`config.mk`:
```
export PLATFORM = sky130hd
export DESIGN_NAME = bin_avg_sequencer
export DESIGN_NICKNAME = d
export VERILOG_FILES = /design/src/rtl/bin_avg_pkg.sv /design/src/rtl/bin_frame_counter.sv /design/src/rtl/bin_avg_sequencer.sv
export SDC_FILE = /design/constraint.sdc
export NUM_CORES = 1
export LEC_CHECK = 0
export ABC_CLOCK_PERIOD_IN_PS = 3200
export BUFFER_PORTS_ARGS = -buffer_cell sky130_fd_sc_hd__buf_2
export CAP_MARGIN = 40
export CORE_ASPECT_RATIO = 0.75
export CORE_MARGIN = 5
export CORE_UTILIZATION = 55
export DETAILED_ROUTE_END_ITERATION = 7
export PLACE_DENSITY = 0.81
export REMOVE_ABC_BUFFERS = 1
export SLEW_MARGIN = 20
export SYNTH_ARGS = -nofsm -noshare
export SYNTH_HDL_FRONTEND = slang
export SYNTH_HIERARCHICAL = 1
export SYNTH_SLANG_ARGS = --single-unit
```
`constraint.sdc`:
```
create_clock -name clk -period 3.2 [get_ports clk]
set_input_delay 0.48 -clock clk [delete_from_list [all_inputs] [get_ports clk]]
set_output_delay 0.48 -clock clk [all_outputs]
set_load 0.03 [all_outputs]
```
`src/rtl/bin_avg_pkg.sv`:
```
// Shared types and helpers for the FFT bin averaging sequencer.
package bin_avg_pkg;

  localparam int unsigned BINS_DEF     = 4;
  localparam int unsigned N_AVGS_W_DEF = 3;

  typedef enum logic [1:0] {
    IDLE     = 2'd0,
    WAIT_SOF = 2'd1,
    COLLECT  = 2'd2,
    HOLD     = 2'd3
  } state_e;

  // Number of frames in one averaging set for a log2 depth of n.
  function automatic int unsigned frames_total(input int unsigned n);
    return 32'd1 << n;
  endfunction

endpackage

```
`src/rtl/bin_frame_counter.sv`:
```
// Bin position within the current frame and completed-frame count within the set.
// r_bin_cnt holds the index of the next bin to emit; 0 means the frame is done
// and the sequencer is waiting for the next start-of-frame.
module bin_frame_counter
  import bin_avg_pkg::*;
#(
  parameter  int unsigned BINS     = BINS_DEF,
  parameter  int unsigned N_AVGS_W = N_AVGS_W_DEF,
  localparam int unsigned BIN_W    = $clog2(BINS),
  localparam int unsigned FRM_W    = 2 ** N_AVGS_W
) (
  input  logic                clk,
  input  logic                areset_n,
  input  logic                i_start,
  input  logic                i_adv,
  input  logic [N_AVGS_W-1:0] i_shift,
  output logic [BIN_W-1:0]    o_bin_cnt,
  output logic                o_first_frame_c,
  output logic                o_last_bin_c,
  output logic                o_last_frame_c
);

  logic [BIN_W-1:0] r_bin_cnt;
  logic [FRM_W-1:0] r_frame_cnt;

  // Start loads bin 0 as emitted; advance steps the bin and counts frames at the wrap.
  always_ff @(posedge clk) begin
    if (!areset_n) begin
      r_bin_cnt   <= '0;
      r_frame_cnt <= '0;
    end else if (i_start) begin
      r_bin_cnt   <= BIN_W'(1);
      r_frame_cnt <= '0;
    end else if (i_adv) begin
      if (o_last_bin_c) begin
        r_bin_cnt   <= '0;
        r_frame_cnt <= r_frame_cnt + FRM_W'(1);
      end else begin
        r_bin_cnt   <= r_bin_cnt + BIN_W'(1);
      end
    end
  end

  assign o_bin_cnt       = r_bin_cnt;
  assign o_first_frame_c = (r_frame_cnt == '0);
  assign o_last_bin_c    = (r_bin_cnt == BIN_W'(BINS - 1));
  assign o_last_frame_c  = (32'(r_frame_cnt) == (frames_total(32'(i_shift)) - 32'd1));

endmodule

```
`src/rtl/bin_avg_sequencer.sv`:
```
// Frames the FFT bin stream, counts frames per averaging set, drives the
// accumulator controls and holds the averaged result for downstream readout.
module bin_avg_sequencer
  import bin_avg_pkg::*;
#(
  parameter  int unsigned BINS     = BINS_DEF,
  parameter  int unsigned N_AVGS_W = N_AVGS_W_DEF,
  localparam int unsigned BIN_W    = $clog2(BINS)
) (
  input  logic                clk,
  input  logic                areset_n,
  input  logic                enable,
  input  logic                fft_valid,
  input  logic [N_AVGS_W-1:0] n_avgs_in,
  output logic                acc_en,
  output logic                acc_first,
  output logic [BIN_W-1:0]    acc_bin_idx,
  output logic                dump,
  output logic [N_AVGS_W-1:0] shift,
  output logic                out_valid,
  input  logic                out_ready,
  output logic                overrun,
  output logic                sof_err
);

  state_e              r_state,     w_nxt_state;
  logic                r_acc_en,    w_acc_en;
  logic                r_acc_first, w_acc_first;
  logic [BIN_W-1:0]    r_acc_bin_idx, w_acc_bin_idx;
  logic                r_dump,      w_dump;
  logic [N_AVGS_W-1:0] r_shift,     w_shift;
  logic                r_out_valid, w_out_valid;
  logic                r_overrun,   w_overrun;
  logic                r_sof_err,   w_sof_err;
  logic                w_start,     w_adv;
  logic [BIN_W-1:0]    w_bin_cnt;
  logic                w_first_frame, w_last_bin, w_last_frame;

  bin_frame_counter #(
    .BINS     (BINS),
    .N_AVGS_W (N_AVGS_W)
  ) u_cnt (
    .clk             (clk),
    .areset_n        (areset_n),
    .i_start         (w_start),
    .i_adv           (w_adv),
    .i_shift         (r_shift),
    .o_bin_cnt       (w_bin_cnt),
    .o_first_frame_c (w_first_frame),
    .o_last_bin_c    (w_last_bin),
    .o_last_frame_c  (w_last_frame)
  );

  // Next state and next values of every registered output.
  always_comb begin
    w_nxt_state   = r_state;
    w_acc_en      = 1'b0;
    w_acc_first   = 1'b0;
    w_acc_bin_idx = '0;
    w_dump        = 1'b0;
    w_shift       = r_shift;
    w_out_valid   = 1'b0;
    w_overrun     = r_overrun;
    w_sof_err     = 1'b0;
    w_start       = 1'b0;
    w_adv         = 1'b0;
    case (r_state)
      IDLE: begin
        if (enable) w_nxt_state = WAIT_SOF;
      end
      WAIT_SOF: begin
        if (!enable) begin
          w_nxt_state = IDLE;
        end else if (fft_valid) begin
          w_start     = 1'b1;
          w_shift     = n_avgs_in;
          w_acc_en    = 1'b1;
          w_acc_first = 1'b1;
          w_nxt_state = COLLECT;
        end
      end
      COLLECT: begin
        if (!enable) begin
          w_nxt_state = IDLE;
        end else if (fft_valid && (w_bin_cnt != '0)) begin
          // Start-of-frame inside a frame: restart the set from this frame.
          w_sof_err   = 1'b1;
          w_start     = 1'b1;
          w_shift     = n_avgs_in;
          w_acc_en    = 1'b1;
          w_acc_first = 1'b1;
        end else if (fft_valid || (w_bin_cnt != '0)) begin
          w_adv         = 1'b1;
          w_acc_en      = 1'b1;
          w_acc_first   = w_first_frame;
          w_acc_bin_idx = w_bin_cnt;
          if (w_last_bin && w_last_frame) begin
            w_dump      = 1'b1;
            w_nxt_state = HOLD;
          end
        end
      end
      HOLD: begin
        if (r_out_valid && out_ready) begin
          if (!enable) begin
            w_nxt_state = IDLE;
          end else if (fft_valid) begin
            w_start     = 1'b1;
            w_shift     = n_avgs_in;
            w_acc_en    = 1'b1;
            w_acc_first = 1'b1;
            w_nxt_state = COLLECT;
          end else begin
            w_nxt_state = WAIT_SOF;
          end
        end else begin
          w_out_valid = 1'b1;
          if (fft_valid) w_overrun = 1'b1;
        end
      end
      default: w_nxt_state = IDLE;
    endcase
  end

  // State and output registers.
  always_ff @(posedge clk) begin
    if (!areset_n) begin
      r_state       <= IDLE;
      r_acc_en      <= 1'b0;
      r_acc_first   <= 1'b0;
      r_acc_bin_idx <= '0;
      r_dump        <= 1'b0;
      r_shift       <= '0;
      r_out_valid   <= 1'b0;
      r_overrun     <= 1'b0;
      r_sof_err     <= 1'b0;
    end else begin
      r_state       <= w_nxt_state;
      r_acc_en      <= w_acc_en;
      r_acc_first   <= w_acc_first;
      r_acc_bin_idx <= w_acc_bin_idx;
      r_dump        <= w_dump;
      r_shift       <= w_shift;
      r_out_valid   <= w_out_valid;
      r_overrun     <= w_overrun;
      r_sof_err     <= w_sof_err;
    end
  end

  assign acc_en      = r_acc_en;
  assign acc_first   = r_acc_first;
  assign acc_bin_idx = r_acc_bin_idx;
  assign dump        = r_dump;
  assign shift       = r_shift;
  assign out_valid   = r_out_valid;
  assign overrun     = r_overrun;
  assign sof_err     = r_sof_err;

endmodule
```
Word level (Yosys, flattened, before mapping)
Index checks and enable logic that the tools add are counted.
{ "word_totals": {"regBits": 23} }
{ "op_classes": {"addsub": 3, "n_eq_ne": 13, "shifts": 1, "mux": 39, "n_bitwise": 5, "n_reduce_logical": 17} }
{ "ops": {"columns": ["operator", "n"], "rows": [
  ["== test 8 x 32 -> 1 bit", 1],
  ["<< shifter 1 x 3 -> 32 bit, first input constant", 1],
  ["subtractor 32 x 1 -> 32 bit, second input constant", 1],
  ["two-way mux 2 bit", 11],
  ["two-way mux 1 bit", 18],
  ["two-way mux 3 bit", 5],
  ["inequality test 3 bit, second input constant", 4],
  ["one-hot mux 1 bit (3 select lines)", 3],
  ["one-hot mux 3 bit (3 select lines)", 1],
  ["adder 8 x 1 -> 8 bit, second input constant", 1],
  ["logical NOT 8 bit", 1],
  ["inequality test 2 bit, second input constant", 4],
  ["one-hot mux 2 bit (4 select lines)", 1],
  ["== test 2 bit, second input constant", 3],
  ["AND reduction 2 bit", 3],
  ["AND reduction 6 bit", 1],
  ["inverter 1 bit", 5],
  ["OR reduction 5 bit", 1],
  ["AND reduction 4 bit", 1],
  ["nonzero test 2 bit", 2],
  ["logical AND 1 bit", 3],
  ["AND reduction 3 bit", 1],
  ["nonzero test 3 bit", 1],
  ["adder 2 x 1 -> 2 bit, second input constant", 1],
  ["other kinds (4)", 4]
]} }

Depth between registers and ports, before layout
{ "depth": {"depth_word": 9, "mapped_depth": 11, "ltp_nobuf": 10} }

By module
The synthesis kept the hierarchy.
{ "by_module_without_submodules": {"columns": ["module", "instances", "cells_each", "area_per_inst_um2"], "rows": [
  ["bin_frame_counter", 1, 83, 699.4],
  ["bin_avg_sequencer", 1, 61, 590.6]
]} }

Least setup slack after synthesis
No wires, ideal clock.
{ "synth_timing": {"path_kind": "register to register", "start": "register r_shift[1] (netlist: shift[1])", "end": "register r_state[0]", "setup_ns": 0.070, "t_arrival_ns": 2.439, "path_slack_ns": 0.691, "path_stages_with_launch": 12, "synth_period_minus_slack_ns": 2.509, "path_cell_list": "dfxtp_1 -> buf_4 -> and3_1 -> inv_1 -> ha_1 -> xnor2_1 -> a211oi_2 -> nand3_1 -> a2111oi_2 -> nor4bb_1 -> o21ai_0 -> a21boi_1"} }
{ "synth_between": {"elab_chain_cells": 6} }
{ "synth_lines": {"columns": ["item", "line_no", "rtl"], "rows": [
  ["start: declaration", "bin_avg_sequencer.sv:31", "logic [N_AVGS_W-1:0] r_shift, w_shift;"],
  ["start signal: assignment", "bin_avg_sequencer.sv:143", "r_shift <= w_shift;"],
  ["<< shifter 1 x 3 -> 32 bit", "bin_avg_pkg.sv:16", "return 32'd1 << n;"],
  ["subtractor 32 x 1 -> 32 bit", "bin_frame_counter.sv:47", "assign o_last_frame_c = (32'(r_frame_cnt) == (frames_total(32'(i_shift)) - 32'd1));"],
  ["== test 8 x 32 -> 1 bit", "bin_frame_counter.sv:47", null],
  ["via w_last_frame", "bin_avg_sequencer.sv:37", "logic w_first_frame, w_last_bin, w_last_frame;"],
  ["logical AND 1 bit", "bin_avg_sequencer.sv:97", "if (w_last_bin && w_last_frame) begin"],
  ["inequality test 3 bit (no source line)", null, null],
  ["AND reduction 6 bit (no source line)", null, null],
  ["end signal: assignment", "bin_avg_sequencer.sv:138", "r_state <= w_nxt_state;"],
  ["end: declaration", "bin_avg_sequencer.sv:26", "state_e r_state, w_nxt_state;"]
]} }
The timed path passes the listed nets, and every way through them passes these cells.
A chain may end at the register's enable or synchronous reset.

Worst setup path in the final report
{ "layout_timing": {"start": "register r_shift[2] (netlist: shift[2])", "end": "register r_state[0]"} }
Same word-level chain as after synthesis.

==> run summary <==
crit-path max FO - 11
Num Clock Sinks - 23
Initial Util - 0.5680
unrepaired setup endpoints after global routing - false
Worst Setup End Kind - register
Worst EP arrival - 2850 ps
PwrDens - 348.4 mW/mm2
DRC - 0
die height - 51.94 um
synthesized flop and latch total - 23
Die W - 65.92 um
Total GRT Usage - 0.1675
WL met3 - 142 um
Ant. Diodes - 0
cell area after synthesis - 0.001290 mm2
crit path kind - register to register
Data required, critical path - 3470 ps
CTS root buf - clkbuf_4
synthesis-to-finish area growth - 8.730%
Post-CTS Setup Inserts - 0
TNS Setup - 0 ps
synth top area cells - dfxtp_1 (36%), ha_1 (5.8%), xnor2_1 (3.4%)
final hold vios - 0
initial antenna violation count - 0
crit start category - register
worst IR drop on VDD - 0.0002641 V
total die area - 0.003424 mm2
H-tree depth - 1
deepest clock path buffer count - 2
Max Cap Viol - 0
leakage power - 0.0006525 uW
RePlAce Congestion - 0.8837
Setup crit start - shift[2]
final worst-path cycle share - 0.8073
largest net degree at the start of global routing - 16
final setup fails - 0
Port Buffers - 18
Hold Startpoint - n_avgs_in[0]
vias per inst - 5.409
total grt overflow - 0
vias in the first global route - 993
Routed Wire Length - 2462 um
Worst Tran Pin Value - 365.3 ps
area share of the largest cell type after synthesis - 0.3569
wire length per cell - 12.76 um
Vias - 1,044
Clock transition at path regs - 130 ps
Metal-1 WL - 1202 um
drt initial violations - 29
Rel. slew slack - 0.7562
Peak Freq - 387.1 MHz
Post-DP HPWL - 1817 um
outcome - completed
fin. max-slew vios - 0
Skew-Pair Late Insertion Delay - 320 ps
reg2reg start - shift[2]
remaining antenna violation count - 0
Post-CTS Hold Fix Bufs - 0
Mapped Avg Cell Area - 8.958 um2
total power - 488.6 uW
worst clock skew - 2.905 ps
met2 routed WL - 1080 um
Hold/Removal Path Class - input port to register
first-pass GRT wire length - 4395 um
Ports - 19
Synth area leader - dfxtp_1
Core ar. - 0.002271 mm2
Final Core Density - 0.6176
Final #Nets - 174
CTS tree - done
top sig layer - met4
post-synthesis cell count - 144
Final min period - 2583 ps
drt first pass iters - 4
CTS Buf Count - 3
Synth Warn # - 6
post-synth cell types - 43
layout cells sized above 1 - 0.2075
post-synthesis sequential area ratio - 0.3569
CTS resizes - 0
row cnt - 15
## sequential cells by signal, indices dropped and copies added, names as in the netlist, 2 cells and up
| name | count |
|---|---|
| acc_bin_idx | 2 |
| r_state | 2 |
| shift | 3 |
| u_cnt/o_bin_cnt | 2 |
| u_cnt/r_frame_cnt | 8 |
## cells in the final DEF, fill, tap and decap left out, types with 2 or more instances in the layout
cell type / instances
nand2b_1: 2
clkbuf_4: 3
nand2_1: 11
o21ai_0: 7
nand3_1: 8
xor2_1: 5
and3_2: 3
dfxtp_1: 23
a21oi_1: 7
mux2i_1: 4
buf_2: 18
or3_1: 2
nor3_1: 2
nor2_1: 10
xnor2_1: 5
o31a_1: 2
nor4_1: 2
ha_1: 6
nor2b_1: 4
and2_1: 3
and3_1: 5
inv_1: 7
## area by class of cell
type	count	area, um2
fillers	198	868.3
multi-input cells	106	738.2
flip-flops and latches	23	460.4
repair buffers	18	90.09
inverters	8	43.79
well taps	34	42.54
clock buffers	3	22.52
clock inverters	1	5.005
## cell usage after synthesis (all sizes together)
library cell,count
and3,8
a21oi,7
nor4bb,1
nor3,2
and2,3
xor2,5
nand4,1
mux2i,4
or2,1
nor2b,4
nand2b,2
a2111oi,1
nor2,10
nor4,2
nand2,11
and2b,1
and3b,1
dfxtp,23
ha,6
a21boi,3
or4b,1
nand3,8
or3,2
a31oi,1
a21o,2
buf,5
nor3b,1
bufinv,1
a2bb2oi,1
a211oi,2
xnor2,5
inv,7
clkbuf,2
o31a,2
o21ai,8
## through the flow
| step | cell area [um2] | setup slack (ps) | std cells | hold WS (ps) |
|---|---|---|---|---|
| final | 1403 | 616.6 | 193 | 379.3 |
| after global routing | 1403 | 231.8 | 193 | 372.8 |
| after CTS | 1403 | 627.0 | 193 | 377.8 |
| after detailed placement | 1375 | 659.3 | 189 | 494.8 |
| after global placement | 1375 | 773.4 | 189 | 472.1 |
| after floorplan | 1242 | 676.9 | 137 | 477.8 |
## cells by family after synthesis
family,count (synthesis),share of synthesized area
buffers and inverters,15,0.07081
AND/OR/NAND/NOR,59,0.2522
AO/OA/AOI/OAI,27,0.1630
XOR/XNOR,10,0.06789
multiplexers,4,0.03104
flip-flops,23,0.3569
adder cells (fa/ha/maj),6,0.05819
## critical path, cell delays in order, from the launching register on
cell	delay, ps
dfxtp_1	560
and3_1	270
inv_1	50
ha_1	310
xnor2_1	150
a211oi_2	200
nand3_1	100
a2111oi_2	370
nor4bb_1	300
o21ai_0	100
a21boi_1	110
## routing by layer
metal,global-route usage,up-vias
met2,0.2662,27
met3,0.05184,6
li1,-,528
met5,0,-
met4,0.06552,0
met1,0.2110,483
## report_power, final
part | internal [uW] | switching [uW] | leakage [uW]
clock | 47.0 | 92.2 | 0.0000177
sequential | 291 | 6.69 | 0.000186
combinational | 23.7 | 28.0 | 0.000449
total | 362 | 127 | 0.000653
## path summary, 6_finish.rpt
path	slack [ps]	endpoint	cells after the start
worst min register to register	530	overrun	2
worst max register to register	620	r_state[0]	10
worst min-delay path	380	shift[0]	3
worst max-delay path	620	r_state[0]	10
Note: power is estimated with default switching activity, not from simulation.
